--- config.mk ---
export PLATFORM = sky130hd
export DESIGN_NAME = ddr3_burst_scheduler_flat
export DESIGN_NICKNAME = d
export VERILOG_FILES = /design/src/rtl/ddr3_burst_scheduler_if.sv /design/src/rtl/ddr3_burst_scheduler.sv /design/src/flat_wrapper.sv
export SDC_FILE = /design/constraint.sdc
export NUM_CORES = 1
export LEC_CHECK = 0
export BUFFER_PORTS_ARGS = -buffer_cell sky130_fd_sc_hd__buf_2
export CAP_MARGIN = 20
export CORE_ASPECT_RATIO = 1.1
export CORE_MARGIN = 10
export CORE_UTILIZATION = 55
export CTS_BUF_LIST = sky130_fd_sc_hd__clkbuf_8
export DETAILED_ROUTE_END_ITERATION = 12
export GPL_TIMING_DRIVEN = 0
export PLACE_DENSITY = 0.88
export SETUP_SLACK_MARGIN = 0.02
export SYNTH_ARGS = -nofsm -noshare
export SYNTH_HDL_FRONTEND = slang
export SYNTH_SLANG_ARGS = --single-unit
--- constraint.sdc ---
create_clock -name clk -period 9.5 [get_ports clk]
set_input_delay 0.475 -clock clk [delete_from_list [all_inputs] [get_ports clk]]
set_output_delay 0.475 -clock clk [all_outputs]
set_load 0.1 [all_outputs]
--- src/rtl/ddr3_burst_scheduler_if.sv ---
// ddr3_app_if: DDR3 IP user-interface command, write-data and read-valid signals
interface ddr3_app_if #(parameter int ADDR_WIDTH = 28);
   logic                  app_en;
   logic [2:0]            app_cmd;
   logic [ADDR_WIDTH-1:0] app_addr;
   logic                  app_rdy;
   logic                  app_wdf_wren;
   logic                  app_wdf_end;
   logic                  app_wdf_rdy;
   logic                  app_rd_data_valid;
   modport master (
      output app_en, app_cmd, app_addr, app_wdf_wren, app_wdf_end,
      input  app_rdy, app_wdf_rdy, app_rd_data_valid
   );
   modport slave (
      input  app_en, app_cmd, app_addr, app_wdf_wren, app_wdf_end,
      output app_rdy, app_wdf_rdy, app_rd_data_valid
   );
endinterface

--- src/rtl/ddr3_burst_scheduler.sv ---
// ddr3_burst_scheduler: round-robin write/read burst sequencer using DDR3 as a ring buffer
module ddr3_burst_scheduler #(
   parameter int ADDR_WIDTH  = 28,
   parameter int BURST_BEATS = 16,
   parameter int ADDR_STEP   = 8,
   parameter int RING_BURSTS = 1024,
   parameter int BASE_ADDR   = 0
) (
   input  logic                          clk,
   input  logic                          rst_n,
   input  logic                          init_calib_complete,
   input  logic [15:0]                   wr_fifo_level,
   output logic                          wr_fifo_rd_en,
   input  logic [15:0]                   rd_fifo_space,
   ddr3_app_if.master                    app,
   output logic [$clog2(RING_BURSTS):0]  ddr_fill,
   output logic                          busy
);
   localparam int PW = $clog2(RING_BURSTS);
   localparam int BW = $clog2(BURST_BEATS);
   localparam int FW = PW + 1;
   localparam logic [BW-1:0]         LAST_BEAT = BW'(BURST_BEATS - 1);
   localparam logic [15:0]           BEATS16   = 16'(BURST_BEATS);
   localparam logic [FW-1:0]         RING_FULL = FW'(RING_BURSTS);
   localparam logic [ADDR_WIDTH-1:0] A_BASE    = ADDR_WIDTH'(BASE_ADDR);
   localparam logic [ADDR_WIDTH-1:0] A_STEP    = ADDR_WIDTH'(ADDR_STEP);

   typedef enum logic [1:0] {IDLE, WR_BURST, RD_BURST} state_t;

   state_t        state, state_nx;
   logic [PW-1:0] wr_ptr, rd_ptr;
   logic [BW-1:0] beat_cnt;
   logic [16:0]   rd_inflight;
   logic          last_grant_rd;
   logic          wr_ok, rd_ok, beat_done, last_beat, rd_accept, rd_return;

   // Eligibility (only consumed in IDLE) and beat handshake decode
   always_comb begin
      wr_ok     = init_calib_complete && wr_fifo_level >= BEATS16 && ddr_fill < RING_FULL;
      rd_ok     = init_calib_complete && ddr_fill != '0 &&
                  {2'b0, rd_fifo_space} >= 18'(BURST_BEATS) + {1'b0, rd_inflight};
      beat_done = (state == WR_BURST && app.app_rdy && app.app_wdf_rdy) ||
                  (state == RD_BURST && app.app_rdy);
      last_beat = beat_done && beat_cnt == LAST_BEAT;
      rd_accept = state == RD_BURST && app.app_rdy;
      rd_return = app.app_rd_data_valid && rd_inflight != '0;
   end

   // State register
   always_ff @(posedge clk or negedge rst_n)
      if (!rst_n) state <= IDLE;
      else        state <= state_nx;

   // Next state: round-robin grant in IDLE, back to IDLE after the last beat
   always_comb begin
      state_nx = state;
      if (state == IDLE)
         state_nx = (wr_ok && (!rd_ok || last_grant_rd)) ? WR_BURST : rd_ok ? RD_BURST : IDLE;
      else if (last_beat)
         state_nx = IDLE;
   end

   // Outputs decoded from state; address derived from the active ring pointer and beat
   always_comb begin
      app.app_en       = state != IDLE;
      app.app_cmd      = {2'b00, state == RD_BURST};
      app.app_wdf_wren = state == WR_BURST;
      app.app_wdf_end  = state == WR_BURST;
      app.app_addr     = state == IDLE ? '0 :
                         A_BASE + ADDR_WIDTH'({(state == RD_BURST ? rd_ptr : wr_ptr), beat_cnt}) * A_STEP;
      wr_fifo_rd_en    = state == WR_BURST && app.app_rdy && app.app_wdf_rdy;
      busy             = state != IDLE;
   end

   // Beat counter, grant history, ring pointers, fill level and outstanding read words
   always_ff @(posedge clk or negedge rst_n)
      if (!rst_n) begin
         beat_cnt      <= '0;
         last_grant_rd <= 1'b1;
         wr_ptr        <= '0;
         rd_ptr        <= '0;
         ddr_fill      <= '0;
         rd_inflight   <= '0;
      end else begin
         if (state == IDLE && state_nx != IDLE) begin
            last_grant_rd <= state_nx == RD_BURST;
            beat_cnt      <= '0;
         end else if (beat_done)
            beat_cnt <= beat_cnt + 1'b1;
         if (last_beat && state == WR_BURST) begin
            wr_ptr   <= wr_ptr + 1'b1;
            ddr_fill <= ddr_fill + 1'b1;
         end
         if (last_beat && state == RD_BURST) begin
            rd_ptr   <= rd_ptr + 1'b1;
            ddr_fill <= ddr_fill - 1'b1;
         end
         rd_inflight <= rd_inflight + {16'b0, rd_accept} - {16'b0, rd_return};
      end
endmodule

--- src/flat_wrapper.sv ---
// flat-port wrapper written by rule: the top's interface ports become plain ports
module ddr3_burst_scheduler_flat 
#(
   parameter int ADDR_WIDTH  = 28,
   parameter int BURST_BEATS = 16,
   parameter int ADDR_STEP   = 8,
   parameter int RING_BURSTS = 1024,
   parameter int BASE_ADDR   = 0
)
  (clk, rst_n, init_calib_complete, wr_fifo_level, wr_fifo_rd_en, rd_fifo_space, ddr_fill, busy, app_app_en, app_app_cmd, app_app_addr, app_app_wdf_wren, app_app_wdf_end, app_app_rdy, app_app_wdf_rdy, app_app_rd_data_valid);
  ddr3_app_if #(.ADDR_WIDTH(ADDR_WIDTH)) app_i ();
  input  logic clk;
  input  logic rst_n;
  input  logic init_calib_complete;
  input  logic [15:0] wr_fifo_level;
  output logic wr_fifo_rd_en;
  input  logic [15:0] rd_fifo_space;
  output logic [$clog2(RING_BURSTS):0] ddr_fill;
  output logic busy;
  output wire logic [$bits(app_i.app_en)-1:0] app_app_en;
  output wire logic [$bits(app_i.app_cmd)-1:0] app_app_cmd;
  output wire logic [$bits(app_i.app_addr)-1:0] app_app_addr;
  output wire logic [$bits(app_i.app_wdf_wren)-1:0] app_app_wdf_wren;
  output wire logic [$bits(app_i.app_wdf_end)-1:0] app_app_wdf_end;
  input wire logic [$bits(app_i.app_rdy)-1:0] app_app_rdy;
  input wire logic [$bits(app_i.app_wdf_rdy)-1:0] app_app_wdf_rdy;
  input wire logic [$bits(app_i.app_rd_data_valid)-1:0] app_app_rd_data_valid;
  assign app_app_en = app_i.app_en;
  assign app_app_cmd = app_i.app_cmd;
  assign app_app_addr = app_i.app_addr;
  assign app_app_wdf_wren = app_i.app_wdf_wren;
  assign app_app_wdf_end = app_i.app_wdf_end;
  assign app_i.app_rdy = app_app_rdy;
  assign app_i.app_wdf_rdy = app_app_wdf_rdy;
  assign app_i.app_rd_data_valid = app_app_rd_data_valid;
  ddr3_burst_scheduler #(.ADDR_WIDTH(ADDR_WIDTH), .BURST_BEATS(BURST_BEATS), .ADDR_STEP(ADDR_STEP), .RING_BURSTS(RING_BURSTS), .BASE_ADDR(BASE_ADDR)) u_core (.clk(clk), .rst_n(rst_n), .init_calib_complete(init_calib_complete), .wr_fifo_level(wr_fifo_level), .wr_fifo_rd_en(wr_fifo_rd_en), .rd_fifo_space(rd_fifo_space), .app(app_i), .ddr_fill(ddr_fill), .busy(busy));
endmodule
==> results.sh, run 1 <==
export IMPL_run_status="complete, no violations"
export IMPL_synthesized_area_per_cell_um2=9.54
export IMPL_cp_max_fanout=6
export IMPL_layout_filler_cells=617
export IMPL_vdd_drop_max_v=0.000132
export IMPL_clk_latency_ps=320
export IMPL_slowest_delay_ps=440
export IMPL_clkTransAtPathRegs_ps=110
export IMPL_critical_path_cell_chain="inv_1, ha_1, and4b_1, nand3_1, o21a_1, ha_1, inv_1, ha_1, inv_1, fa_1, nor2b_1, o311a_1, o211ai_1, a21oi_1, a31oi_1, xnor2_1"
export IMPL_critPathKind="reg2reg"
export IMPL_rsz0062_at_grt="false"
export IMPL_tightestPinTransition_ps=606
export IMPL_cts_hold_buffers=0
export IMPL_worst_slack_ps=6040
export IMPL_setup_viol_count_final=0
export IMPL_worst_setup_path_start_kind="flop"
export IMPL_relSlewSlack_pct=59.6
export IMPL_drive_above_1_share_pct=19.7
export IMPL_async_flop_share_pct=100
export IMPL_timing_max_transition_violations_final=0
export IMPL_synth_warnings=0
export IMPL_rrSetupSlack_ps=6040
export IMPL_synth_enable_flop_cells=0
export IMPL_grt_start_max_net_pins=33
export IMPL_dpl_cell_area_um2=4880
export IMPL_yosys_cell_types_count=58
export IMPL_post_place_ws_ps=6100
export IMPL_p_per_area_nw_per_um2=276
export IMPL_initialDrtViolationCount=135
export IMPL_critical_path_buf_inv_count=3
export IMPL_design_die_area_um2=11900
export IMPL_antenna_violating_nets_post_route=0
export IMPL_number_of_global_route_vias_before_repair=3763
export IMPL_chipWidth_um=105
export IMPL_crit_cells=16
export IMPL_r2r_worst_path_cells=16
export IMPL_ctsLongestPathBuffers=2
export IMPL_die_h_um=113
export IMPL_timing_max_cap_violations=0
export IMPL_core_area_um2=7600
export IMPL_finClkSkew_ps=8.61
export IMPL_rr_endpoint="u_core.rd_inflight[14]"
export IMPL_hold_vio_cnt_final=0
export IMPL_timing_setup_tns_ps=0
export IMPL_hpwl_mm=8.13
export IMPL_power_leakage_nw=2.53
export IMPL_avgRoutedWirePerCell_um=15.8
export IMPL_cts_num_sinks=55
export IMPL_synthToLayoutAreaGrowth_pct=14.2
export IMPL_hp_class="in2async"
export IMPL_timing_final_crit_share_pct=36.5
export IMPL_port_buf_inserts=64
export IMPL_overall_via_count_from_detail_route=3592
export IMPL_cts_tree="yes"
export IMPL_ys_flop_type="dfrtp_1"
export IMPL_drt_vias_per_instance=5.53
export IMPL_clock_tree_root_driver_cell="clkbuf_8"
export IMPL_grt_first_pass_wirelength_mm=17.5
export IMPL_crit_required_ps=9710
export IMPL_routed_wl_mm=10.3
export IMPL_critical_path_arrival_ps=3670
export IMPL_critical_path_slowest_cell="dfrtp_1"
export IMPL_numnets_final=647
export IMPL_first_pass_iters=4
export IMPL_synth_cells=456
export IMPL_start_util_pct=57.3
export IMPL_fmaxAchievable_mhz=289
export IMPL_grt_remaining_overflow=0
export IMPL_ioPinCount=85
export IMPL_finalWeightedCongestion=0.833
export IMPL_rows=33
export IMPL_design_area_um2=4970
export IMPL_finalWorstPathRequiredPeriod_ps=3460
export IMPL_drt_drc_violations_left=0
export IMPL_cts_bufs_inserted=5
export IMPL_netlist_area_before_placement_um2=4350
export IMPL_synth_seq_area_share_pct=31.7
export IMPL_cts_repair_resize_count=0
export IMPL_cts_max_level=2
export IMPL_regToRegStartpoint="u_core.rd_inflight[8]"
export IMPL_cp_top_family="compound AO/OA/AOI/OAI gates"
export IMPL_grt_antenna_before_repair=1
export IMPL_post_layout_util_pct=65.4
export IMPL_crit_path_end_kind="flop"
export IMPL_synth_seq_cells=55
export IMPL_global_route_usage_total_pct=17.3
export IMPL_postCtsSetupBuffers=0
-- through the flow --
| stage | std cells | power [W] | hold slack [ps] |
|---|---|---|---|
| floorplan | 471 | 0.00105 | 179 |
| global placement | 640 | 0.00118 | 463 |
| detailed placement | 641 | 0.00123 | 472 |
| CTS | 648 | 0.00136 | 155 |
| global route | 648 | 0.00149 | 182 |
| finish | 649 | 0.00137 | 145 |
-- kinds of logic (layout without fill, tap and decap cells) --
family                     count (synthesis)  in the layout  share of synthesized area (%)
AOI/OAI and AO/OA                         83             83                           13.9
xor gates and xnor gates                  55             55                           11.1
adders and majority gates                 66             66                           19.3
buffers and inverters                     63            135                           7.07
DFF                                       55             55                           31.7
muxes                                      5              5                           1.24
other                                      1             17                         0.0862
and+or+nand+nor                          128            128                           15.7
-- synth_stat cells, types with 3 or more instances --
library cell	number	area, um2
and2_1	8	50.1
nor2_1	19	71.3
nor2b_1	4	25.0
ha_1	64	801
nand2b_1	4	25.0
or2_2	3	18.8
o21ai_0	19	95.1
o21a_1	3	22.5
and3_1	7	43.8
a21oi_1	13	65.1
xnor2_1	45	394
clkbuf_1	4	15.0
dfrtp_1	54	1350
a22o_1	11	96.3
xor2_1	10	87.6
nand4_1	11	68.8
buf_4	19	143
nand2_1	33	124
a31oi_1	4	25.0
mux2_2	3	33.8
o21bai_1	3	22.5
nand3_1	13	65.1
o2111ai_1	3	26.3
nor4_1	5	31.3
a21o_1	5	37.5
inv_1	39	146
nor3_1	9	45.0
a211oi_1	3	22.5
-- worst register-to-register path, stage by stage, from the launching register on --
cell and delay [ps]:
dfrtp_1 440, inv_1 140, ha_1 180, and4b_1 220
nand3_1 80, o21a_1 190, ha_1 270, inv_1 60
ha_1 160, inv_1 50, fa_1 400, nor2b_1 180
o311a_1 330, o211ai_1 150, a21oi_1 240, a31oi_1 130
xnor2_1 140
-- layout make-up --
class                   instances  area, um2  share of cell area, %
clock buffers                   5       68.8                   1.39
flip-flops and latches         55       1380                   27.7
well taps                     105        131                   2.65
inverters                      39        146                   2.95
diodes                          1       2.50                 0.0504
repair buffers                 65        340                   6.85
clock inverters                 2       16.3                  0.328
plain buffers                  24        161                   3.25
multi-input cells             353       2720                   54.8
-- layout by cell type, fill, tap and decap left out, types with 5 or more instances in the layout --
cell type / n
nor4_1: 5
nor3_1: 9
nand4_1: 11
nor2_1: 19
a22o_1: 11
clkbuf_8: 5
a21o_1: 5
nand3_1: 13
conb_1: 16
dfrtp_1: 54
nand2_1: 33
buf_4: 19
buf_2: 64
and2_1: 8
o21ai_0: 19
ha_1: 64
xnor2_1: 45
inv_1: 39
and3_1: 7
xor2_1: 10
a21oi_1: 13
-- per-layer routing --
metal | GRT usage [%] | up-vias | share of wire (%) | wire, um
met4 | 7.60 | 0 | 3.2 | 333
met3 | 4.65 | 30 | 6.7 | 689
met2 | 30.2 | 118 | 50 | 5120
met5 | 0 | - | 0 | 0
met1 | 19.4 | 1712 | 40 | 4130
li1 | - | 1732 | - | -
-- report_power, final --
group,internal (W),switching [W]
sequential,0.000293,0.0000604
clock,0.0000517,0.0000837
combinational,0.000354,0.000526
total,0.000699,0.000670
-- state kept, by name (all words and copies together), names as in the netlist --
name,cells
u_core.rd_inflight,17
u_core.state,2
u_core.rd_ptr,10
u_core.last_grant_rd,1
u_core.ddr_fill,11
u_core.beat_cnt,4
u_core.wr_ptr,10
-- worst max-delay path by stage --
stage                      startpoint                      to  slack (ps)
3_3_place_gp   u_core.rd_inflight[10]  u_core.rd_inflight[14]        6220
5_1_grt         u_core.rd_inflight[8]  u_core.rd_inflight[14]        5720
4_1_cts         u_core.rd_inflight[8]  u_core.rd_inflight[14]        6060
3_5_place_dp    u_core.rd_inflight[8]  u_core.rd_inflight[14]        6100
6_report        u_core.rd_inflight[8]  u_core.rd_inflight[14]        6040
2_1_floorplan         u_core.state[0]        app_app_addr[10]        6500
(Power assumes the default switching activity.)
==> run 2: changes to the inputs <==
ABC_AREA = 1   (was not set)
PLACE_DENSITY = 0.87   (was 0.88)
clock period = 3.5 ns   (was 9.5 ns; I/O delays follow)
==> results.sh, run 2 <==
export IMPL_port_buf_inserts=64
export IMPL_rrSetupSlack_ps=200
export IMPL_grt_remaining_overflow=0
export IMPL_core_area_um2=7960
export IMPL_critPathKind="reg2reg"
export IMPL_timing_final_crit_share_pct=94.2
export IMPL_leading_cell_type_in_the_layout_fill_and_taps_excluded="nand2_1"
export IMPL_hpwl_mm=8.26
export IMPL_clk_latency_ps=310
export IMPL_setup_viol_count_final=0
export IMPL_hold_vio_cnt_final=0
export IMPL_post_layout_util_pct=65.9
export IMPL_cts_tree="yes"
export IMPL_critical_path_arrival_ps=3500
export IMPL_grt_first_pass_wirelength_mm=16.9
export IMPL_overall_via_count_from_detail_route=3814
export IMPL_final_cells=763
export IMPL_worst_hold_slack_ps=322
export IMPL_async_flop_share_pct=100
export IMPL_antenna_violating_nets_post_route=0
export IMPL_crit_required_ps=3700
export IMPL_synthToLayoutAreaGrowth_pct=15.8
export IMPL_p_per_area_nw_per_um2=753
export IMPL_largest_reg_flops=17
export IMPL_power_share_sequential_pct=24.5
export IMPL_ys_flop_type="dfrtp_1"
export IMPL_synthesized_area_per_cell_um2=8.06
export IMPL_power_leakage_nw=2.94
export IMPL_synth_seq_area_share_pct=30.4
export IMPL_synth_seq_cells=55
export IMPL_cell_internal_pwr_w=0.00181
export IMPL_timing_max_cap_violations=0
export IMPL_chipWidth_um=106
export IMPL_cts_bufs_inserted=5
export IMPL_worst_setup_path_start_kind="flop"
export IMPL_ioPinCount=85
export IMPL_vdd_drop_max_v=0.000821
export IMPL_post_place_ws_ps=-289
export IMPL_design_die_area_um2=12300
export IMPL_finalWorstPathRequiredPeriod_ps=3300
export IMPL_drive_above_1_share_pct=19.5
export IMPL_hp_class="in2reg"
export IMPL_first_pass_iters=4
export IMPL_ys_top_cells_by_count="nand2_1 (98), inv_1 (93), ha_1 (64)"
export IMPL_clock_power_share_pct=9.4
export IMPL_global_route_usage_total_pct=16.3
export IMPL_post_place_cells=749
export IMPL_finalWeightedCongestion=0.919
export IMPL_cts_num_sinks=55
export IMPL_power_switching_w=0.00213
export IMPL_routed_wl_mm=10.0
export IMPL_registers_top_by_ff_count="u_core.rd_inflight"
export IMPL_initialDrtViolationCount=184
export IMPL_numnets_final=758
export IMPL_yosys_cell_count_top_type="nand2_1"
export IMPL_synth_enable_flop_cells=0
export IMPL_final_cell_mix="nand2_1 (98), inv_1 (92), ha_1 (64), buf_2 (64), dfrtp_1 (52)"
export IMPL_crit_path_end_kind="flop"
export IMPL_tightestPinTransition_ps=530
export IMPL_drt_vias_per_instance=5.00
export IMPL_number_of_global_route_vias_before_repair=3878
export IMPL_synth_cells=561
export IMPL_cts_max_level=2
export IMPL_reg_largest_list="u_core.rd_inflight: 17 flops, u_core.ddr_fill: 11 flops"
export IMPL_rows=34
export IMPL_start_util_pct=56.9
export IMPL_run_status="complete, no violations"
export IMPL_die_h_um=115
export IMPL_relSlewSlack_pct=64.7
export IMPL_n_antenna_cell=0
export IMPL_drt_drc_violations_left=0
export IMPL_worst_slack_ps=203
export IMPL_p_comb_share_pct=66.1
export IMPL_synth_area_leaders="dfrtp_1 (30%), ha_1 (18%), xor2_1 (8.9%)"
export IMPL_sw_frac_of_total_pct=54.1
export IMPL_finClkSkew_ps=9.10
export IMPL_synth_top_cell_by_area="dfrtp_1"
export IMPL_grt_antenna_before_repair=0
export IMPL_clock_tree_root_driver_cell="clkbuf_8"
export IMPL_timing_max_transition_violations_final=0
export IMPL_netlist_area_before_placement_um2=4520
export IMPL_fmaxAchievable_mhz=303
export IMPL_clkTransAtPathRegs_ps=110
export IMPL_avgRoutedWirePerCell_um=13.2
export IMPL_synth_top_cell_area_share_pct=29.9
export IMPL_grt_start_max_net_pins=36
export IMPL_cp_max_fanout=4
export IMPL_synth_warnings=0
export IMPL_yosys_cell_types_count=40
export IMPL_ctsLongestPathBuffers=2
## run 2: power by group through the flow
stage                     Clock, W  Sequential [W]  Combinational [W]
after CTS                 0.000382        0.000964            0.00256
after detailed placement         0        0.000978            0.00251
after global routing      0.000403        0.000993            0.00292
after floorplan                  0        0.000942            0.00205
after global placement           0        0.000966            0.00241
final                     0.000370        0.000967            0.00261
## run 2: cells by family (layout without fill, tap and decap cells)
logic type               after synthesis  after routing  synth area share, %
flip-flops                            55             55                 30.4
AND/OR/NAND/NOR                      202            202                 20.9
other                                  1             16               0.0829
XOR/XNOR                              51             51                 9.87
AO/OA/AOI/OAI                         71             71                 9.07
buffers and inverters                115            194                 11.0
adder cells (fa/ha/maj)               66             66                 18.6
## run 2: what timing repair did
item / in CTS / in global routing
resized for setup: 5 / 8
hold buffers: 1 / 0
buffers inserted: 0 / 5
pin swaps: 0 / 2
hold endpoints to repair: 20 / 0
setup endpoints to repair: 5 / 8
## run 2: final timing paths
kind | from | end | cells after the start
max reg2reg | u_core.rd_inflight[9] | u_core.rd_inflight[16] | 17
min reg2reg | u_core.rd_ptr[4] | u_core.rd_ptr[4] | 1
min in group asynchronous | rst_n | u_core.ddr_fill[3] | 2
min | app_app_rdy | u_core.rd_inflight[0] | 4
max | u_core.rd_inflight[9] | u_core.rd_inflight[16] | 17
max in group asynchronous | rst_n | u_core.last_grant_rd | 3
## run 2: stage by stage
| step | area (um2) | power (W) | setup TNS [ps] |
|---|---|---|---|
| floorplan | 4590 | 0.00299 | 0 |
| global placement | 5040 | 0.00337 | -332 |
| detailed placement | 5060 | 0.00349 | -656 |
| CTS | 5170 | 0.00390 | 0 |
| global route | 5240 | 0.00432 | -2.41 |
| finish | 5240 | 0.00394 | 0 |
## run 2: worst max-delay path: stages (launching register included)
cell      delay (ps)
dfrtp_2          450
inv_1            120
ha_1             180
nand4_1          140
o41ai_2          220
inv_1             90
ha_1             270
inv_1             60
ha_1             160
inv_1             50
fa_1             390
inv_1             80
a31oi_2          140
o21ai_2          190
a21boi_1         130
o21ai_2          230
a21oi_1          120
xor2_1           160
## run 2: routing by layer
layer  wire length [um]  GRT usage (%)  vias up
li1                   -              -     1955
met1               4210           19.1     1751
met2               5040           29.1       91
met3                585           3.41       17
met4                193           5.33        0
met5                  0              0        -
## run 2: area by class of cell
type / instances / area, um2
plain buffers: 19 / 139
clock buffers: 5 / 68.8
clock inverters: 3 / 22.5
fillers: 659 / 2720
inverters: 96 / 369
multi-input cells: 406 / 2740
flip-flops and latches: 55 / 1380
well taps: 108 / 135
repair buffers: 71 / 388
==> run 3: changes to the inputs <==
==> constraint.sdc (replaced) <==
create_clock -name clk -period 3.4 [get_ports clk]
set_input_delay 0.17 -clock clk [delete_from_list [all_inputs] [get_ports clk]]
set_output_delay 0.17 -clock clk [all_outputs]
set_load 0.005 [all_outputs]
==> results.sh, run 3 (synthesized netlist as in run 2, its figures left out) <==
export IMPL_run_status="complete, no violations"
export IMPL_sw_frac_of_total_pct=46.9
export IMPL_registers_top_by_ff_count="u_core.rd_inflight"
export IMPL_avgRoutedWirePerCell_um=13.5
export IMPL_post_place_ws_ps=-357
export IMPL_post_layout_util_pct=67.8
export IMPL_grt_start_max_net_pins=39
export IMPL_design_die_area_um2=12300
export IMPL_rows=34
export IMPL_crit_path_end_kind="flop"
export IMPL_clk_latency_ps=320
export IMPL_cts_max_level=2
export IMPL_vdd_drop_max_v=0.000328
export IMPL_synthToLayoutAreaGrowth_pct=19.3
export IMPL_number_of_global_route_vias_before_repair=4029
export IMPL_clock_tree_root_driver_cell="clkbuf_8"
export IMPL_clock_power_share_pct=10.1
export IMPL_regToRegStartpoint="u_core.rd_inflight[6]"
export IMPL_drt_drc_violations_left=0
export IMPL_worst_slack_ps=176
export IMPL_rrSetupSlack_ps=180
export IMPL_routed_wl_mm=10.6
export IMPL_critical_path_arrival_ps=3440
export IMPL_grt_first_pass_wirelength_mm=17.3
export IMPL_power_leakage_nw=3.03
export IMPL_finalWorstPathRequiredPeriod_ps=3220
export IMPL_timing_final_crit_share_pct=94.8
export IMPL_setup_viol_count_final=0
export IMPL_antenna_violating_nets_post_route=0
export IMPL_crit_required_ps=3620
export IMPL_numnets_final=778
export IMPL_overall_via_count_from_detail_route=3903
export IMPL_cell_internal_pwr_w=0.00203
export IMPL_initialDrtViolationCount=177
export IMPL_ioPinCount=85
export IMPL_post_place_cells=749
export IMPL_reg_largest_list="u_core.rd_inflight: 17 flops, u_core.ddr_fill: 11 flops"
export IMPL_grt_remaining_overflow=0
export IMPL_cp_max_fanout=5
export IMPL_timing_max_transition_violations_final=0
export IMPL_first_pass_iters=5
export IMPL_global_route_usage_total_pct=16.5
export IMPL_chipWidth_um=106
export IMPL_final_cell_mix="nand2_1 (98), inv_1 (87), ha_1 (64), buf_2 (64)"
export IMPL_finalWeightedCongestion=0.922
export IMPL_core_area_um2=7960
export IMPL_cts_num_sinks=55
export IMPL_drive_above_1_share_pct=23.7
export IMPL_finClkSkew_ps=19.8
export IMPL_critPathKind="reg2reg"
export IMPL_final_cells=783
export IMPL_ctsLongestPathBuffers=2
export IMPL_power_switching_w=0.00179
export IMPL_die_h_um=115
export IMPL_port_buf_inserts=64
export IMPL_r2r_worst_path_cells=17
export IMPL_drt_vias_per_instance=4.98
export IMPL_p_comb_share_pct=64.4
export IMPL_power_share_sequential_pct=25.5
export IMPL_hold_vio_cnt_final=0
export IMPL_clkTransAtPathRegs_ps=120
export IMPL_p_per_area_nw_per_um2=707
export IMPL_leading_cell_type_in_the_layout_fill_and_taps_excluded="nand2_1"
export IMPL_worst_setup_path_start_kind="flop"
export IMPL_n_antenna_cell=0
export IMPL_hpwl_mm=8.31
export IMPL_rr_endpoint="u_core.rd_inflight[14]"
export IMPL_start_util_pct=56.9
export IMPL_timing_setup_tns_ps=0
export IMPL_worst_hold_slack_ps=299
export IMPL_grt_antenna_before_repair=0
export IMPL_largest_reg_flops=17
export IMPL_cts_bufs_inserted=5
export IMPL_hp_class="in2async"
export IMPL_timing_max_cap_violations=0
export IMPL_cts_tree="yes"
export IMPL_fmaxAchievable_mhz=310
==> run 3: cell count changes in the layout (fill, tap and decap cells not counted), moves of 5 or more <==
cell	previous run	this run
buf_4	23	43
dfrtp_1	52	46
dfrtp_2	2	8
inv_1	92	87
inv_2	1	6
==> run 3: routing by layer <==
layer | up-vias | wire [um] | global-route usage (%)
met5 | - | 0 | 0
li1 | 1993 | - | -
met4 | 0 | 193 | 4.52
met3 | 18 | 592 | 3.53
met2 | 111 | 5320 | 30.0
met1 | 1781 | 4480 | 19.3
==> run 3: critical path, cell delays in order (launching register included) <==
cell and delay (ps):
dfrtp_2 460, inv_1 90, ha_1 160, nand2_1 60, o41ai_2 290, inv_1 80
ha_1 280, inv_1 60, ha_1 170, inv_1 60, fa_1 390, inv_1 80
a31oi_2 140, o21ai_2 220, a21boi_2 110, o21ai_2 210, a21oi_1 110, xor2_1 150
==> run 3: power groups by stage <==
stage               Sequential (W)  Clock (W)  Combinational [W]
finish                    0.000972   0.000386            0.00246
floorplan                 0.000959          0            0.00161
global placement          0.000993          0            0.00197
global route              0.000988   0.000423            0.00277
CTS                       0.000991   0.000393            0.00216
detailed placement         0.00100          0            0.00209
==> run 3: layout make-up <==
type | count | area (um2)
Buffer | 19 | 139
Clock buffer | 5 | 68.8
Clock inverter | 3 | 22.5
Fill cell | 615 | 2560
Inverter | 96 | 369
Multi-Input combinational cell | 406 | 2740
Sequential cell | 55 | 1390
Tap cell | 108 | 135
Timing Repair Buffer | 91 | 538
==> run 3: metrics by stage <==
step	area, um2	power, W
after floorplan	4580	0.00257
after global placement	5040	0.00297
after detailed placement	5060	0.00309
after CTS	5180	0.00355
after global routing	5400	0.00418
final	5400	0.00382
==> run 3: worst max-delay path by stage <==
stage                           startpoint                      to  slack [ps]
finish               u_core.rd_inflight[6]  u_core.rd_inflight[14]         180
global route               u_core.state[0]      u_core.ddr_fill[8]         -30
CTS                 u_core.rd_inflight[14]  u_core.rd_inflight[16]          10
detailed placement   u_core.rd_inflight[9]  u_core.rd_inflight[16]        -360
global placement     u_core.rd_inflight[9]  u_core.rd_inflight[16]        -260
floorplan            u_core.rd_inflight[6]  u_core.rd_inflight[14]         190
==> run 3: timing repair <==
| action | CTS | global route |
|---|---|---|
| setup buffers | 1 | 24 |
| hold endpoints to repair | 17 | 0 |
| hold buffers | 1 | 0 |
| pin swaps | 2 | 4 |
| setup endpoints to repair | 7 | 14 |
| resized for setup | 8 | 19 |
